[src/rtl/qlab5_sys_mem_test_master.sv]
// Avalon-MM memory self-test initiator: writes seed+i over a word window, reads it
// back and counts words whose readdata differs from the written pattern.
module qlab5_sys_mem_test_master #(
  parameter int ADDR_W       = 11,
  parameter int DATA_W       = 32,
  parameter int READ_LATENCY = 1
) (
  input  logic                  clk,
  input  logic                  reset,
  input  logic                  start,
  input  logic [ADDR_W-1:0]     base,
  input  logic [ADDR_W:0]       length,
  input  logic [DATA_W-1:0]     seed,
  output logic                  busy,
  output logic                  done,
  output logic [ADDR_W:0]       error_count,
  output logic [ADDR_W-1:0]     first_error_addr,
  output logic [ADDR_W-1:0]     address,
  output logic [DATA_W/8-1:0]   byteenable,
  output logic                  chipselect,
  output logic                  write,
  output logic [DATA_W-1:0]     writedata,
  input  logic [DATA_W-1:0]     readdata,
  output logic [2:0]            dbg_state
);

  typedef enum logic [2:0] {
    S_IDLE  = 3'd0,
    S_WRITE = 3'd1,
    S_READ  = 3'd2,
    S_DRAIN = 3'd3,
    S_DONE  = 3'd4
  } state_t;

  localparam int CNT_W = (READ_LATENCY > 1) ? $clog2(READ_LATENCY) : 1;

  state_t              state_q, state_d;
  logic [ADDR_W-1:0]   base_q, base_d;
  logic [ADDR_W:0]     len_q, len_d;
  logic [DATA_W-1:0]   seed_q, seed_d;
  logic [ADDR_W:0]     idx_q, idx_d;
  logic [ADDR_W-1:0]   address_q, address_d;
  logic [DATA_W-1:0]   writedata_q, writedata_d;
  logic [DATA_W-1:0]   pat_q, pat_d;
  logic                cs_q, cs_d;
  logic                write_q, write_d;
  logic [ADDR_W:0]     err_q, err_d;
  logic [ADDR_W-1:0]   first_q, first_d;
  logic [CNT_W-1:0]    cnt_q, cnt_d;

  // Each issued read carries its address and expected word down a delay line that
  // lines up with the slave's read latency.
  logic [READ_LATENCY-1:0] pipe_vld_q, pipe_vld_d;
  logic [ADDR_W-1:0]       pipe_addr_q [READ_LATENCY];
  logic [ADDR_W-1:0]       pipe_addr_d [READ_LATENCY];
  logic [DATA_W-1:0]       pipe_pat_q  [READ_LATENCY];
  logic [DATA_W-1:0]       pipe_pat_d  [READ_LATENCY];

  always_comb begin
    state_d     = state_q;
    base_d      = base_q;
    len_d       = len_q;
    seed_d      = seed_q;
    idx_d       = idx_q;
    address_d   = address_q;
    writedata_d = writedata_q;
    pat_d       = pat_q;
    cs_d        = cs_q;
    write_d     = write_q;
    err_d       = err_q;
    first_d     = first_q;
    cnt_d       = cnt_q;

    pipe_vld_d[0]  = cs_q & ~write_q;
    pipe_addr_d[0] = address_q;
    pipe_pat_d[0]  = pat_q;
    for (int k = 1; k < READ_LATENCY; k++) begin
      pipe_vld_d[k]  = pipe_vld_q[k-1];
      pipe_addr_d[k] = pipe_addr_q[k-1];
      pipe_pat_d[k]  = pipe_pat_q[k-1];
    end

    if (pipe_vld_q[READ_LATENCY-1] && (readdata != pipe_pat_q[READ_LATENCY-1])) begin
      err_d = err_q + 1'b1;
      if (err_q == '0) first_d = pipe_addr_q[READ_LATENCY-1];
    end

    case (state_q)
      S_IDLE: begin
        if (start) begin
          base_d  = base;
          len_d   = length;
          seed_d  = seed;
          err_d   = '0;
          first_d = '0;
          if (length == '0) begin
            state_d = S_DONE;
          end else begin
            state_d     = S_WRITE;
            cs_d        = 1'b1;
            write_d     = 1'b1;
            address_d   = base;
            writedata_d = seed;
            pat_d       = seed;
            idx_d       = (ADDR_W+1)'(1);
          end
        end
      end
      S_WRITE: begin
        if (idx_q == len_q) begin
          // Straight into the read phase so the bus never idles between phases.
          state_d     = S_READ;
          write_d     = 1'b0;
          address_d   = base_q;
          writedata_d = '0;
          pat_d       = seed_q;
          idx_d       = (ADDR_W+1)'(1);
        end else begin
          address_d   = base_q + idx_q[ADDR_W-1:0];
          writedata_d = seed_q + DATA_W'(idx_q);
          pat_d       = seed_q + DATA_W'(idx_q);
          idx_d       = idx_q + 1'b1;
        end
      end
      S_READ: begin
        if (idx_q == len_q) begin
          state_d = S_DRAIN;
          cs_d    = 1'b0;
          cnt_d   = '0;
        end else begin
          address_d = base_q + idx_q[ADDR_W-1:0];
          pat_d     = seed_q + DATA_W'(idx_q);
          idx_d     = idx_q + 1'b1;
        end
      end
      S_DRAIN: begin
        if (cnt_q == CNT_W'(READ_LATENCY-1)) state_d = S_DONE;
        else                                  cnt_d   = cnt_q + 1'b1;
      end
      S_DONE:  state_d = S_IDLE;
      default: state_d = S_IDLE;
    endcase
  end

  always_ff @(posedge clk or posedge reset) begin
    if (reset) begin
      state_q     <= S_IDLE;
      base_q      <= '0;
      len_q       <= '0;
      seed_q      <= '0;
      idx_q       <= '0;
      address_q   <= '0;
      writedata_q <= '0;
      pat_q       <= '0;
      cs_q        <= 1'b0;
      write_q     <= 1'b0;
      err_q       <= '0;
      first_q     <= '0;
      cnt_q       <= '0;
      pipe_vld_q  <= '0;
      for (int k = 0; k < READ_LATENCY; k++) begin
        pipe_addr_q[k] <= '0;
        pipe_pat_q[k]  <= '0;
      end
    end else begin
      state_q     <= state_d;
      base_q      <= base_d;
      len_q       <= len_d;
      seed_q      <= seed_d;
      idx_q       <= idx_d;
      address_q   <= address_d;
      writedata_q <= writedata_d;
      pat_q       <= pat_d;
      cs_q        <= cs_d;
      write_q     <= write_d;
      err_q       <= err_d;
      first_q     <= first_d;
      cnt_q       <= cnt_d;
      pipe_vld_q  <= pipe_vld_d;
      for (int k = 0; k < READ_LATENCY; k++) begin
        pipe_addr_q[k] <= pipe_addr_d[k];
        pipe_pat_q[k]  <= pipe_pat_d[k];
      end
    end
  end

  assign busy             = (state_q == S_WRITE) || (state_q == S_READ) || (state_q == S_DRAIN);
  assign done             = (state_q == S_DONE);
  assign error_count      = err_q;
  assign first_error_addr = first_q;
  assign address          = address_q;
  assign byteenable       = '1;
  assign chipselect       = cs_q;
  assign write            = write_q;
  assign writedata        = writedata_q;
  assign dbg_state        = state_q;

endmodule
[config.mk]
export PLATFORM = sky130hd
export DESIGN_NAME = qlab5_sys_mem_test_master
export DESIGN_NICKNAME = d
export VERILOG_FILES = /design/src/rtl/qlab5_sys_mem_test_master.sv
export SDC_FILE = /design/constraint.sdc
export NUM_CORES = 1
export LEC_CHECK = 0
export CELL_PAD_IN_SITES_DETAIL_PLACEMENT = 0
export CELL_PAD_IN_SITES_GLOBAL_PLACEMENT = 1
export CORE_ASPECT_RATIO = 0.9
export CORE_UTILIZATION = 46
export CTS_CLUSTER_SIZE = 20
export DETAILED_ROUTE_END_ITERATION = 7
export GPL_ROUTABILITY_DRIVEN = 0
export HOLD_SLACK_MARGIN = 0.1
export MAX_ROUTING_LAYER = met4
export PLACE_DENSITY = 0.88
export SETUP_SLACK_MARGIN = 0.02
export SLEW_MARGIN = 20
export SYNTH_ARGS = -nofsm -noshare
export SYNTH_HDL_FRONTEND = slang
export SYNTH_SLANG_ARGS = --single-unit
export TNS_END_PERCENT = 50
[constraint.sdc]
create_clock -name clk -period 14.02 [get_ports clk]
set_input_delay 2.804 -clock clk [delete_from_list [all_inputs] [get_ports clk]]
set_output_delay 2.804 -clock clk [all_outputs]
set_load 0.02 [all_outputs]
Word level (Yosys, flattened, before mapping). Index checks and enable logic that the tools add are counted.

Register bits: 215. Input bits: 90. Output and inout bits: 77. Word-level logic and storage cells: 89.

Add/sub/neg operators: 5. Equal/unequal tests: 12. Muxes and demuxes: 37. Bitwise gates (word level): 2. Reduce and logical (&&, ||, !) cells: 17.

Operator list (count): $mux W32 (5); $pmux W32 S3 (1); $mux W11 (8); $mux W12 (7); $pmux W32 S2 (1); $pmux W12 S3 (1); $pmux W11 S3 (1); $add A32 B12 Y32 (1); $ne A32 B32 Y1 (1); $add A12 B1 Y12 const B (2); $logic_not A12 Y1 (2); $reduce_and A4 Y1 (4); $mux W3 (5); $eq A12 B12 Y1 (1); $ne A2 B2 Y1 const B (6); $pmux W3 S4 (1); $add A11 B11 Y11 (1); $eq A3 B2 Y1 const B (2); $pmux W1 S2 (3); $reduce_bool A2 Y1 (3); $mux W1 (4); $reduce_and A2 Y1 (2); $eq A3 B1 Y1 const B (1); $eq A3 B3 Y1 const B (1); 8 further kinds (9).

Logic depth before layout (Yosys ltp). Gate-level depths: netlist of the first run.

Depth after elaboration: 5. Depth in mapped cells: 10. Gate-level depth less buffers: 10.

Worst setup path before layout of the first run. No wires, ideal clock.

Path type: input port to flip-flop. Start point: input port length[8]. End point: register address_q[9] (netlist: address[9]). Library setup time: 0.128 ns. Arrival: 4.295 ns. Required time: 13.892 ns. Path slack: 9.597 ns. Stages on the path: 9. Buffers on the path: 2. Cell sequence: nor4_1 -> and3_1 -> nor2b_1 -> o21a_1 -> clkbuf_1 -> clkbuf_1 -> nand2_1 -> a222oi_1 -> nor2_1.

Cells in the longest elaborated chain, start to end: 3.

RTL lines: start: declaration (RTL line 12) `input logic [ADDR_W:0] length,`; $logic_not A12 Y1 (RTL line 96) `if (length == '0) begin`; $ne A2 B2 Y1 (no line); $reduce_and A4 Y1 (no line); end signal: assignment (RTL line 171) `address_q <= address_d;`; end: declaration (RTL line 42) `logic [ADDR_W-1:0] address_q, address_d;`.

No other way between the ends. A chain may end at the register's enable or synchronous reset.

Worst setup path after layout of the first run.
Start point: input port length[8]. End point: register idx_q[6].

Cells in the longest elaborated chain, start to end: 3.

RTL lines: $logic_not A12 Y1 (RTL line 96); $ne A2 B2 Y1 (no line); $reduce_and A4 Y1 (no line); end signal: assignment (RTL line 170) `idx_q <= idx_d;`; end: declaration (RTL line 41) `logic [ADDR_W:0] idx_q, idx_d;`.

No other way between the ends.

==> out/metrics.cfg, run 1 <==
[yosys]
synth_seq_cells=214
synth_edf_count=0
mappedNetlistArea_sq_mm=0.01081
ys_warn_count=0
synth_compound_area_share_pct=16.82
syn_avg_cell_area_sq_um=10.37
synthMuxAreaShare_pct=6.425
synth_top_family_by_area=compound AO/OA/AOI/OAI gates
synthAdderAreaFrac_pct=3.265
postSynth.asyncResetShare_pct=100.0
synthSimpleGateAreaFrac_pct=13.68
synthCells=1042
ys.flop_type=dfrtp_1
synth-seq-area-share_pct=49.55
synth-xor-area-share_pct=7.212
synth.distinct_cells=67

[sta]
fmax_mhz=176.8
setup_viol=0
slew_viol_final=0
hold_viol=0
setup_ws_ps=8363
finClkSkew_ps=11.94
fin_tns_setup_ps=0
rsz0062_at_grt=false
layout_min_cycle_time_ps=5657
fin_crit_sh_pct=40.35
worst_slew_pin_slew_ps=1132
maxSlewHeadroom_pct=24.54

[drt]
drt_iter0_drc=833
drc=0
vias=8786
vias_per_cell=5.857
wl_um=30410
post_drt_wl_per_cell_um=20.27
ant_nets=0
detail_route.first_pass.iterations=5

[cts]
root_buffer=clkbuf_16
clk_path_buf_depth=3
clk_pin_slew_worst_paths_ps=60
cts_tree=built
clock-sinks=214
numCtsBuffers=24
clk_latency_ps=530
htree_levels=1
post-cts-setup-buffers=0
cts_hold_buf=0
cts-resized-gates=0

[worst_setup_path]
slowest_stage=buf_4
path_max_fanout=54
worst_path_most_repeated_cell=buf_4
critPathKind=in2reg
arrival_ps=6070
worstPathCellList=clkdlybuf4s50_1, nor4_1, and3_1, nor2b_1, o21a_1, buf_4, a21o_2, buf_4, nand2_1, o41ai_1
max_stage_delay_ps=560
end_kind=register
cp-start-kind=input port
required_ps=14430

[global_route]
grt_pass1_wl_um=47980
antenna_found_initial=0
grt_pass1_vias=8462
globalRouteTotalUtil_pct=26.35
grt_max_degree=129
overflow=0

[final_layout]
seq_area_sq_mm=0.005355
stdcell_count=1500
fillCellCount=1956
diodes=0
design_area_sq_mm=0.01353
layout.nets=1303
drive_above_1_share_pct=10.97
multi_input_area_sq_mm=0.005172
syn2layout_area_growth_pct=25.20
finish.utilization_pct=59.42

[floorplanning]
initial_utilization_pct=47.46
die_area_sq_mm=0.02411
die_h_um=147.4
io_pins=167
die_w_um=163.6
core.rowCount=52
fp.coreArea_sq_mm=0.02277

[power]
powerDensity_mw_per_mm2=229.3
p_leak_uw=0.005787
peakVddDrop_uv=113.8

[placement]
io_buffer_count=162
place_area_sq_mm=0.01265
post-place-ws_ps=7891
place_inst=1457
hpwl_um=20400

[status]
status=finished clean

[job]
drv_cap=0

[worst_hold_path]
hp-class=reg2reg

==> critical path: cells and delay by family <==
family	cells	cell delay [ps]
AO/OA/AOI/OAI	3	960
buffers and inverters	3	1390
AND/OR/NAND/NOR	4	840
==> power breakdown <==
part / switching (uW) / internal [uW]
clock: 262 / 421
combinational: 649 / 589
sequential: 270 / 911
==> synth_stat cells (15+ instances only) <==
library cell	instances	area (sq um)
a22oi_1	25	187.7
nor4_1	16	100.1
dfrtp_1	214	5355
a21oi_1	50	250.2
xnor2_1	30	262.8
nor3_1	20	100.1
nor2_1	114	427.9
o21ai_0	64	320.3
clkbuf_1	36	135.1
nand3_1	29	145.1
mux2_2	51	574.3
nand2_1	64	240.2
and3_1	15	93.84
ha_1	25	312.8
xor2_1	59	516.8
==> area by class of cell <==
| type | instances | share of cell area, % |
|---|---|---|
| inverter | 13 | 0.4161 |
| clock buffer | 32 | 5.104 |
| multi-input combinational | 760 | 38.22 |
| sequential | 214 | 39.57 |
| timing repair buffer | 173 | 12.62 |
| clock inverter | 11 | 1.313 |
| tap | 297 | 2.746 |
==> path summary, 6_finish.rpt <==
kind	cells after the start	slack [ps]	from	end
min in group asynchronous	2	2830	reset	error_count[3]$_DFF_PP0_
worst min-delay path	0	380	pat_q[17]$_DFFE_PP0P_	pipe_pat_q[17]$_DFF_PP0_
worst max register to register	10	10610	idx_q[0]$_DFFE_PP0P_	writedata[28]$_DFFE_PP0P_
worst min register to register	0	380	pat_q[17]$_DFFE_PP0P_	pipe_pat_q[17]$_DFF_PP0_
max in group asynchronous	3	9840	reset	len_q[2]$_DFFE_PP0P_
worst max-delay path	10	8360	length[8]	idx_q[6]$_DFFE_PP0P_
==> cells in the final DEF, fill, tap and decap left out, drive strengths merged, types with 5 or more instances in the layout <==
| cell type | synthesis | layout |
|---|---|---|
| a211oi | 6 | 6 |
| a21o | 10 | 10 |
| clkdlybuf4s50 | 0 | 162 |
| inv | 13 | 14 |
| clkbuf | 36 | 32 |
| mux2i | 12 | 12 |
| nand2 | 64 | 64 |
| dfrtp | 214 | 214 |
| a21oi | 51 | 51 |
| a22oi | 25 | 25 |
| mux2 | 51 | 51 |
| nand3 | 29 | 29 |
| and2 | 6 | 6 |
| nor4 | 19 | 19 |
| a22o | 5 | 5 |
| o21ai | 77 | 77 |
| nor2 | 115 | 115 |
| o21a | 5 | 5 |
| o22ai | 12 | 12 |
| and3 | 15 | 15 |
| xnor2 | 30 | 30 |
| o22a | 5 | 5 |
| xor2 | 59 | 59 |
| a32oi | 12 | 12 |
| nor3b | 8 | 8 |
| clkinv | 0 | 6 |
| o211ai | 8 | 8 |
| ha | 25 | 25 |
| a31oi | 12 | 12 |
| nand2b | 8 | 8 |
| a221oi | 17 | 17 |
| nor3 | 21 | 21 |
| nor2b | 6 | 6 |
| buf | 22 | 11 |
| nand4 | 7 | 7 |
==> routing by layer <==
layer | vias up | global-route usage, % | share of wire (%) | wire (um)
met5 | - | - | 0 | 0
met4 | 0 | 6.620 | 2.0 | 594
met3 | 52 | 6.481 | 9.4 | 2847
met2 | 383 | 37.48 | 43 | 13220
met1 | 4276 | 37.63 | 45 | 13750
li1 | 4075 | - | - | -
==> kinds of logic (layout without fill, tap and decap cells) <==
kind of cell,count (synthesis),in the layout
AOI/OAI and AO/OA,268,268
xor gates and xnor gates,89,89
adders and majority gates,27,27
buffers and inverters,71,229
DFF,214,214
muxes,63,63
other,1,4
and+or+nand+nor,309,309
==> per-stage QoR <==
step / total power (uW) / hold slack, ps
2_1_floorplan: 1943 / 354.0
3_3_place_gp: 2382 / 366.0
3_5_place_dp: 2411 / 360.5
4_1_cts: 3105 / 377.0
5_1_grt: 3295 / 391.6
6_report: 3103 / 377.8
==> state kept, by name (all words and copies together) (netlist names) <==
| signal | cells |
|---|---|
| address | 11 |
| base_q | 11 |
| chipselect | 1 |
| dbg_state | 3 |
| error_count | 12 |
| first_error_addr | 11 |
| idx_q | 12 |
| len_q | 12 |
| pat_q | 32 |
| pipe_addr_q | 11 |
| pipe_pat_q | 32 |
| pipe_vld_q | 1 |
| seed_q | 32 |
| write | 1 |
| writedata | 32 |
(Power assumes the default switching activity.)
==> run 2: changes to the inputs <==
--- a/config.mk
+++ b/config.mk
@@ -8,13 +8,13 @@
 export CELL_PAD_IN_SITES_DETAIL_PLACEMENT = 0
 export CELL_PAD_IN_SITES_GLOBAL_PLACEMENT = 1
 export CORE_ASPECT_RATIO = 0.9
-export CORE_UTILIZATION = 46
+export CORE_UTILIZATION = 42
 export CTS_CLUSTER_SIZE = 20
 export DETAILED_ROUTE_END_ITERATION = 7
 export GPL_ROUTABILITY_DRIVEN = 0
 export HOLD_SLACK_MARGIN = 0.1
 export MAX_ROUTING_LAYER = met4
-export PLACE_DENSITY = 0.88
+export PLACE_DENSITY = 0.82
 export SETUP_SLACK_MARGIN = 0.02
 export SLEW_MARGIN = 20
 export SYNTH_ARGS = -nofsm -noshare
==> constraint.sdc (replaced) <==
create_clock -name clk -period 5.4 [get_ports clk]
set_input_delay 1.08 -clock clk [delete_from_list [all_inputs] [get_ports clk]]
set_output_delay 1.08 -clock clk [all_outputs]
set_load 0.02 [all_outputs]
==> run 2 against run 1 <==
  * Flip-flop and latch count is the same
  * Critical endpoint is now first_error_addr[9]$_DFF_PP0_
  * Register-to-register slack lost 8600 ps
  * First-iteration DRC count shrank 4.9%
  * Utilization shrank 5.4 points
  * Clock-buffer cell count grew 1
  * Final area grew 0.55%
  * Largest cell class unchanged
  * Critical path depth shrank 2
  * Wire length grew 2.7%
  * Worst hold slack gained 7.8 ps
  * Via count grew 0.48%
==> out/metrics.cfg, run 2 (same netlist as run 1, synthesis figures left out) <==
[status]
status=finished clean

[final_layout]
drive_above_1_share_pct=11.18  ; +0.21 points
design_area_sq_mm=0.01361  ; +0.55%
mostFrequentLayoutCells=dfrtp_1 (214), clkdlybuf4s50_1 (162), nor2_1 (113)
stdcell_count=1551  ; +3.4%
layout.nets=1306  ; +0.23%
fillCellCount=2263  ; +16%
final_common_cell=dfrtp_1
syn2layout_area_growth_pct=25.89

[drt]
detail_route.first_pass.iterations=5  ; unchanged
vias_per_cell=5.692  ; -2.8%
post_drt_wl_per_cell_um=20.14  ; -0.67%
vias=8828  ; +0.48%
drc=0  ; unchanged
met2_length_um=13670  ; +3.4%
wl_met3_um=2265  ; -20%
met1Wirelength_um=14610  ; +6.2%
drt_iter0_drc=792  ; -4.9%
top_layer=met4
ant_nets=0  ; unchanged
wl_um=31230  ; +2.7%

[cts]
post-cts-setup-buffers=0  ; unchanged
clk_pin_slew_worst_paths_ps=60  ; about the same
clock-sinks=214  ; unchanged
numCtsBuffers=24  ; unchanged
root_buffer=clkbuf_16
cts_tree=built
cts_hold_buf=0  ; unchanged
htree_levels=1  ; unchanged
clk_path_buf_depth=3  ; unchanged
clk_latency_ps=520  ; about the same
cts-resized-gates=0  ; unchanged

[power]
switching_share_pct=38.53  ; +0.47 points
p_leak_uw=0.005781  ; -0.10%
pwr-share-comb_pct=40.5  ; +0.6 points
p_int_uw=4904  ; +160%
netSwitchingPower_uw=3074  ; +160%
p_clk_share_pct=21.0  ; -1.0 points
peakVddDrop_uv=250.7  ; +120%
powerDensity_mw_per_mm2=586.4  ; +160%
power_uw=7978  ; +160%
p_seq_share_pct=38.5  ; +0.4 points

[worst_setup_path]
end_kind=register
path_max_fanout=11  ; -80%
worst_path_most_repeated_cell=nor2_1
worstPathCellList=clkdlybuf4s50_1, xor2_1, nor4_1, nand4_1, nor2_1, nor3b_4, mux2i_1, nor2_1
required_ps=5800  ; -8630 ps
arrival_ps=3930  ; -2140 ps
path_delay_family=simple AND/OR/NAND/NOR gates
slowest_stage=nor4_1
critPathKind=in2reg
cp-start-kind=input port
crit_buf_inv=1  ; -2
max_stage_delay_ps=750  ; +190 ps

[sta]
slew_viol_final=0  ; unchanged
setup_viol=0  ; unchanged
fin_crit_sh_pct=65.49
fmax_mhz=282.8
fin_tns_setup_ps=0  ; unchanged
finClkSkew_ps=10.34  ; -1.593 ps
worst_slew_pin_slew_ps=1053  ; -79.40 ps
rsz0062_at_grt=false
layout_min_cycle_time_ps=3536
hold_viol=0  ; unchanged
maxSlewHeadroom_pct=29.66  ; +5.1 points
whs_ps=385.6  ; +7.812 ps

[worst_hold_path]
hp-class=reg2reg

[global_route]
grt_pass1_wl_um=48870  ; +1.8%
globalRouteTotalUtil_pct=24.64  ; -1.7 points
grt_pass1_vias=8482  ; +0.24%
overflow=0  ; unchanged
grt_max_degree=107  ; -17%
antenna_found_initial=3  ; +3

[placement]
place_inst=1505  ; +3.3%
hpwl_um=21310  ; +4.5%
io_buffer_count=162  ; unchanged
place_area_sq_mm=0.01277  ; +0.89%

[floorplanning]
die_h_um=154.2  ; +4.6%
io_pins=167  ; unchanged
die_w_um=171.1  ; +4.6%
die_area_sq_mm=0.02638  ; +9.4%
initial_utilization_pct=42.91  ; -4.6 points
fp.coreArea_sq_mm=0.02519  ; +11%
core.rowCount=55  ; +5.8%

[job]
drv_cap=0  ; unchanged

==> run 2: area by class of cell <==
type | count | area [sq um] | area share, %
Sequential cell | 214 | 5355 | 39.36
Multi-Input combinational cell | 760 | 5177 | 38.05
Timing Repair Buffer | 176 | 1764 | 12.97
Clock buffer | 33 | 694.4 | 5.104
Tap cell | 342 | 427.9 | 3.145
Clock inverter | 11 | 128.9 | 0.9472
Inverter | 13 | 52.55 | 0.3862
Antenna cell | 2 | 5.005 | 0.03679
==> run 2: power by group through the flow <==
stage | Clock, uW | Combinational (uW) | Sequential [uW]
global route | 1770 | 3560 | 3170
global placement | 0 | 3150 | 3060
finish | 1680 | 3230 | 3070
detailed placement | 0 | 3210 | 3080
CTS | 1710 | 3230 | 3060
floorplan | 0 | 1950 | 3100
==> run 2: metrics by stage <==
| step | worst slack, ps | util, % |
|---|---|---|
| after floorplan | 1536 | - |
| after global placement | 1252 | 50.69 |
| after detailed placement | 1270 | 50.69 |
| after CTS | 1807 | 53.95 |
| after global routing | 1756 | 54.02 |
| final | 1864 | 54.02 |
==> run 2: path summary, 6_finish.rpt <==
path,from,to,slack (ps),depth (start not counted)
setup / recovery,readdata[23],first_error_addr[9]$_DFF_PP0_,1860,8
hold / removal,pat_q[23]$_DFFE_PP0P_,pipe_pat_q[23]$_DFF_PP0_,390,0
setup reg to reg,idx_q[0]$_DFFE_PP0P_,pat_q[20]$_DFFE_PP0P_,1970,10
hold reg to reg,pat_q[23]$_DFFE_PP0P_,pipe_pat_q[23]$_DFF_PP0_,390,0
max in group asynchronous,reset,idx_q[5]$_DFFE_PP0P_,3640,3
min in group asynchronous,reset,error_count[5]$_DFF_PP0_,860,2
==> run 2: per-layer routing <==
layer  global-route usage [%]  vias up
li1                         -     4095
met1                    35.25     4405
met2                    35.50      283
met3                    5.297       45
met4                    5.952        0
met5                        -        -
==> run 3: changes to the inputs <==
--- a/config.mk
+++ b/config.mk
@@ -8,13 +8,13 @@
 export CELL_PAD_IN_SITES_DETAIL_PLACEMENT = 0
 export CELL_PAD_IN_SITES_GLOBAL_PLACEMENT = 1
 export CORE_ASPECT_RATIO = 0.9
-export CORE_UTILIZATION = 42
+export CORE_UTILIZATION = 38
 export CTS_CLUSTER_SIZE = 20
 export DETAILED_ROUTE_END_ITERATION = 7
 export GPL_ROUTABILITY_DRIVEN = 0
 export HOLD_SLACK_MARGIN = 0.1
 export MAX_ROUTING_LAYER = met4
-export PLACE_DENSITY = 0.82
+export PLACE_DENSITY = 0.78
 export SETUP_SLACK_MARGIN = 0.02
 export SLEW_MARGIN = 20
 export SYNTH_ARGS = -nofsm -noshare
==> constraint.sdc (replaced) <==
create_clock -name clk -period 3.2 [get_ports clk]
set_input_delay 0.64 -clock clk [delete_from_list [all_inputs] [get_ports clk]]
set_output_delay 0.64 -clock clk [all_outputs]
set_load 0.02 [all_outputs]
==> run 3 against run 2 <==
  * The flow now finishes with violations (DRC)
  * Sequential power up 68%
  * Via count up 0.95%
  * Utilization down 4.1 points
  * Total power up 71%
  * Clock power up 71%
  * Sequential share of layout area down 0.97 points
  * Largest cell class unchanged
  * Cell count up 3.2%
  * Wire length up 2.9%
  * Critical path depth up 3
  * Worst hold slack worse by 6.2 ps
  * Clock-buffer cell count down 3
==> out/metrics.cfg, run 3 (same netlist as run 1, synthesis figures left out) <==
[global_route]
overflow=0  ; unchanged
grt_max_degree=45  ; -58%
antenna_found_initial=2  ; -1
grt_pass1_vias=8821  ; +4.0%
globalRouteTotalUtil_pct=22.89  ; -1.7 points
grt_pass1_wl_um=50640  ; +3.6%

[drt]
post_drt_wl_per_cell_um=20.07  ; -0.32%
drt_iter0_drc=663  ; -16%
vias_per_cell=5.567  ; -2.2%
wl_um=32140  ; +2.9%
detail_route.first_pass.iterations=8  ; +3
drc=16  ; +16
ant_nets=0  ; unchanged
vias=8912  ; +0.95%

[cts]
clk_pin_slew_worst_paths_ps=60  ; about the same
post-cts-setup-buffers=0  ; unchanged
numCtsBuffers=24  ; unchanged
cts_tree=built
clock-sinks=214  ; unchanged
htree_levels=1  ; unchanged
cts_hold_buf=0  ; unchanged
clk_latency_ps=520  ; about the same
clk_path_buf_depth=3  ; unchanged
cts-resized-gates=0  ; unchanged
root_buffer=clkbuf_16

[power]
peakVddDrop_uv=512.0  ; +100%
p_leak_uw=0.005977  ; +3.4%
powerDensity_mw_per_mm2=976.8  ; +67%

[status]
violations=DRC
status=finished, violations left

[floorplanning]
io_pins=167  ; unchanged
initial_utilization_pct=38.68  ; -4.2 points
fp.coreArea_sq_mm=0.02794  ; +11%
die_h_um=162.0  ; +5.1%
core.rowCount=58  ; +5.5%
die_w_um=179.8  ; +5.1%
die_area_sq_mm=0.02912  ; +10%

[placement]
place_area_sq_mm=0.01311  ; +2.7%
hpwl_um=23230  ; +9.0%
io_buffer_count=162  ; unchanged

[final_layout]
multi_input_area_sq_mm=0.005162  ; -0.29%
design_area_sq_mm=0.01395  ; +2.5%
layout.nets=1339  ; +2.5%
drive_above_1_share_pct=13.55  ; +2.4 points
fillCellCount=2537  ; +12%
seq_area_sq_mm=0.005355  ; unchanged
mostFrequentLayoutCells=dfrtp_1 (214), clkdlybuf4s50_1 (162), nor2_1 (114)
final_common_cell=dfrtp_1
syn2layout_area_growth_pct=29.08

[sta]
whs_ps=379.4  ; -6.189 ps
hold_viol=0  ; unchanged
slew_viol_final=0  ; unchanged
setup_viol=0  ; unchanged
layout_min_cycle_time_ps=2983
fin_crit_sh_pct=93.23
finClkSkew_ps=11.07  ; +0.7288 ps
maxSlewHeadroom_pct=29.63  ; -0.031 points
rsz0062_at_grt=false
worst_slew_pin_slew_ps=1046  ; -6.629 ps
fmax_mhz=335.2

[worst_hold_path]
hp-class=reg2reg

[worst_setup_path]
cp-start-kind=register
required_ps=3590  ; -2210 ps
arrival_ps=3370  ; -560 ps
end_kind=register
path_max_fanout=5  ; -6
critPathKind=reg2reg

[job]
drv_cap=0  ; unchanged

-- run 3: cell count changes in the layout (fill, tap and decap cells not counted), sizes merged --
cell,delta
buf,+33
bufinv,+1
clkbuf,-3
clkinv,+3
diode,-1
inv,-1
-- run 3: where the power goes --
part,switching (uW),internal (uW),leakage [uW],total [uW]
combinational,2910,2690,0.00293,5600
sequential,1160,3990,0.00264,5150
clock,1130,1740,0.000410,2870
total,5200,8430,0.00598,13600
-- run 3: metal layers --
metal	track usage, %	share of wire, %
met4	6.426	2.4
met5	-	0
met1	32.94	48
met3	3.789	6.5
met2	33.18	43
-- run 3: final cells by class --
cell class	count	share of cell area (%)
inverters	13	0.3767
diodes	1	0.01794
well taps	360	3.229
repair buffers	209	15.05
clock inverters	14	1.103
clock buffers	30	4.834
flip-flops and latches	214	38.39
multi-input cells	760	37.00
-- run 3: worst paths after layout --
check | startpoint | to | slack [ps] | cells past startpoint
min reg2reg | pat_q[26]$_DFFE_PP0P_ | pipe_pat_q[26]$_DFF_PP0_ | 380 | 0
min | pat_q[26]$_DFFE_PP0P_ | pipe_pat_q[26]$_DFF_PP0_ | 380 | 0
max in group asynchronous | reset | seed_q[14]$_DFFE_PP0P_ | 1910 | 3
max | idx_q[0]$_DFFE_PP0P_ | pat_q[28]$_DFFE_PP0P_ | 220 | 11
min in group asynchronous | reset | pipe_addr_q[9]$_DFF_PP0_ | 620 | 2
max reg2reg | idx_q[0]$_DFFE_PP0P_ | pat_q[28]$_DFFE_PP0P_ | 220 | 11
-- run 3: worst max-delay path: stages, from the launching register on --
cell and delay, ps:
dfrtp_1 390, ha_1 220, inv_1 70, fa_1 410, nand2b_1 180, a21oi_1 140
buf_4 150, nor3_1 80, or3_1 470, or3_1 410, xor2_1 220, o22ai_1 120
-- run 3: per-stage QoR --
stage | setup TNS [ps] | instances | util [%] | power [uW] | setup WS, ps
CTS | 0 | 1600 | 49.90 | 13680 | 216.9
global placement | -63.63 | 1556 | 46.94 | 10650 | -14.48
floorplan | -47970 | 1045 | - | 8513 | -224.2
global route | 0 | 1601 | 49.93 | 14550 | 38.93
detailed placement | -125.1 | 1556 | 46.94 | 10770 | -27.83
finish | 0 | 1601 | 49.93 | 13630 | 216.8
==> RTL change: new RTL, flow settings as in run 3 <==
Set the parameter `ADDR_W` to 12 (it was 11).
--- a/src/rtl/qlab5_sys_mem_test_master.sv
+++ b/src/rtl/qlab5_sys_mem_test_master.sv
@@ -1,7 +1,7 @@
 // Avalon-MM memory self-test initiator: writes seed+i over a word window, reads it
 // back and counts words whose readdata differs from the written pattern.
 module qlab5_sys_mem_test_master #(
-  parameter int ADDR_W       = 11,
+  parameter int ADDR_W       = 12,
   parameter int DATA_W       = 32,
   parameter int READ_LATENCY = 1
 ) (
Interface: changed (5 resized); port bits go from 167 to 172. No check against the original RTL was run, so the function may have changed too.
==> RTL change against run 3 <==
- power is 1.7% higher
- non-clock buffer count is 30 higher
- cell area is 5.7% higher
- sequential cell count is 7 higher
- hold slack worse by 0.0017 ns
- setup slack better by 0.060 ns
- routed wire length is 12% higher
- synthesized area is 6.2% higher
==> RTL change: results <==
[clock_tree]
clkLatencyLatePin_ns = 0.53
numCtsBuffers = 25
clock_path_buffers = 3
cts_hold_repair.buffers = 0
cts-root-buf = "clkbuf_16"
post_cts_buffers = 0
cts_resized = 0
clk_pin_slew_worst_paths_ns = 0.06
htreeDepth = 1

[outcome]
status = "complete, no violations"

[synthesis]
synthMuxAreaShare_pct = 2.22
yosysWarningCount = 0
synthAdderAreaFrac_pct = 3.29
synth.area.top_cells = "dfrtp_1, nand2_1, xor2_1"
synth_seq_area_share_pct = 48.2
synthXorXnorAreaFrac_pct = 6.49
synth_cell_type_count = 78
synth_compound_area_share_pct = 15.7
synthArstFlopShare_pct = 100
synth_common_cells = "nand2_1, dfrtp_1, nor2_1"

[global_route]
grt_pass1_wl_mm = 56.4
grt_pass1_vias = 9806
grt.total_usage_pct = 24.3
antenna_found_initial = 1
grt_start_max_net_pins = 79

[sta]
tightest_slew_ns = 1.12
finalMaxSlewViolations = 0
fin_skew_ns = 0.0105

[power_and_ir_drop]
p_leak_nw = 6.48
ir_drop_uv = 447

[hold_path]
min_path_type = "reg -> reg"

[layout]
nFillCells = 2758
nNetsFinal = 1539
layout-drive-gt1-share_pct = 10.1

[place]
dp_hpwl_mm = 26.0
portBuffers = 167
placed_cell_area_sq_um = 14000

[critical_path]
r2r_end = "pat_q[13]"
cp.arrival_ns = 3.35
endpoint = "pat_q[13]"
reg2reg_slack_ns = 0.28
worst-path-max-fanout = 10
timing.rr.start = "seed_q[4]"
path_class = "reg -> reg"
ff2ff_path_depth = 9

[routing]
post_drt_wl_per_cell_um = 19.6
initialDrtViolationCount = 800
via_count = 9966
dr.pass1.iters = 6
[RTL change: cell count changes in the layout (fill, tap and decap cells not counted), sizes merged, moves of 10 or more]
cell and delta:
a222oi +12, o221ai +11, a32oi -11, nor2 -14, nand2 +176, mux2 -47
a31oi +10, inv +13, buf +25
[RTL change: power breakdown]
group | switching (mW) | internal [mW]
combinational | 3.15 | 2.77
clock | 1.15 | 1.61
sequential | 1.10 | 4.08
total | 5.41 | 8.46
[RTL change: area by class of cell]
type	count	area (sq um)	share of cell area, %
tap	396	495	3.36
inverter	25	97.6	0.662
multi-input combinational	906	5540	37.6
timing repair buffer	239	2300	15.6
antenna	1	2.50	0.0170
clock buffer	35	703	4.77
clock inverter	10	82.6	0.560
sequential	221	5530	37.5
[RTL change: logic make-up (layout without fill, tap and decap cells)]
group,count (synthesis),after routing
DFF,221,221
buffers and inverters,97,309
xor gates and xnor gates,85,85
AOI/OAI and AO/OA,263,263
other,1,5
and+or+nand+nor,500,500
adders and majority gates,29,29
muxes,25,25
[RTL change: worst min path at each step]
stage | slack [ns] | cells past startpoint | end | from
5_1_grt | 0.40 | 0 | pipe_pat_q[2] | pat_q[2]
3_5_place_dp | 0.37 | 0 | pipe_pat_q[12] | pat_q[12]
3_3_place_gp | 0.36 | 0 | pipe_pat_q[8] | pat_q[8]
4_1_cts | 0.38 | 0 | pipe_pat_q[8] | pat_q[8]
2_1_floorplan | 0.35 | 0 | pipe_pat_q[16] | pat_q[16]
6_report | 0.38 | 0 | pipe_pat_q[12] | pat_q[12]
[RTL change: routing by layer]
metal  global-route usage, %  share of wire, %  up-vias
met1                    35.3                48     4833
li1                        -                 -     4729
met3                    5.29               8.2       42
met5                       -                 0        -
met2                    34.6                42      362
met4                    5.10               1.8        0
[RTL change: per-stage QoR]
stage	setup slack (ns)	power (mW)	instances
2_1_floorplan	-0.322	8.63	1224
3_3_place_gp	0.177	10.9	1787
3_5_place_dp	0.147	11.1	1787
4_1_cts	0.356	13.9	1832
5_1_grt	0.0795	14.8	1833
6_report	0.277	13.9	1833
[RTL change: worst max-delay path, stage by stage (launching register included)]
cell      delay, ns
dfrtp_1        0.41
ha_1           0.37
a21oi_1        0.32
o211ai_1       0.18
a221o_1        0.44
a31oi_4        0.45
buf_4          0.23
o21ai_0        0.08
o311a_1        0.14
o31ai_1        0.20
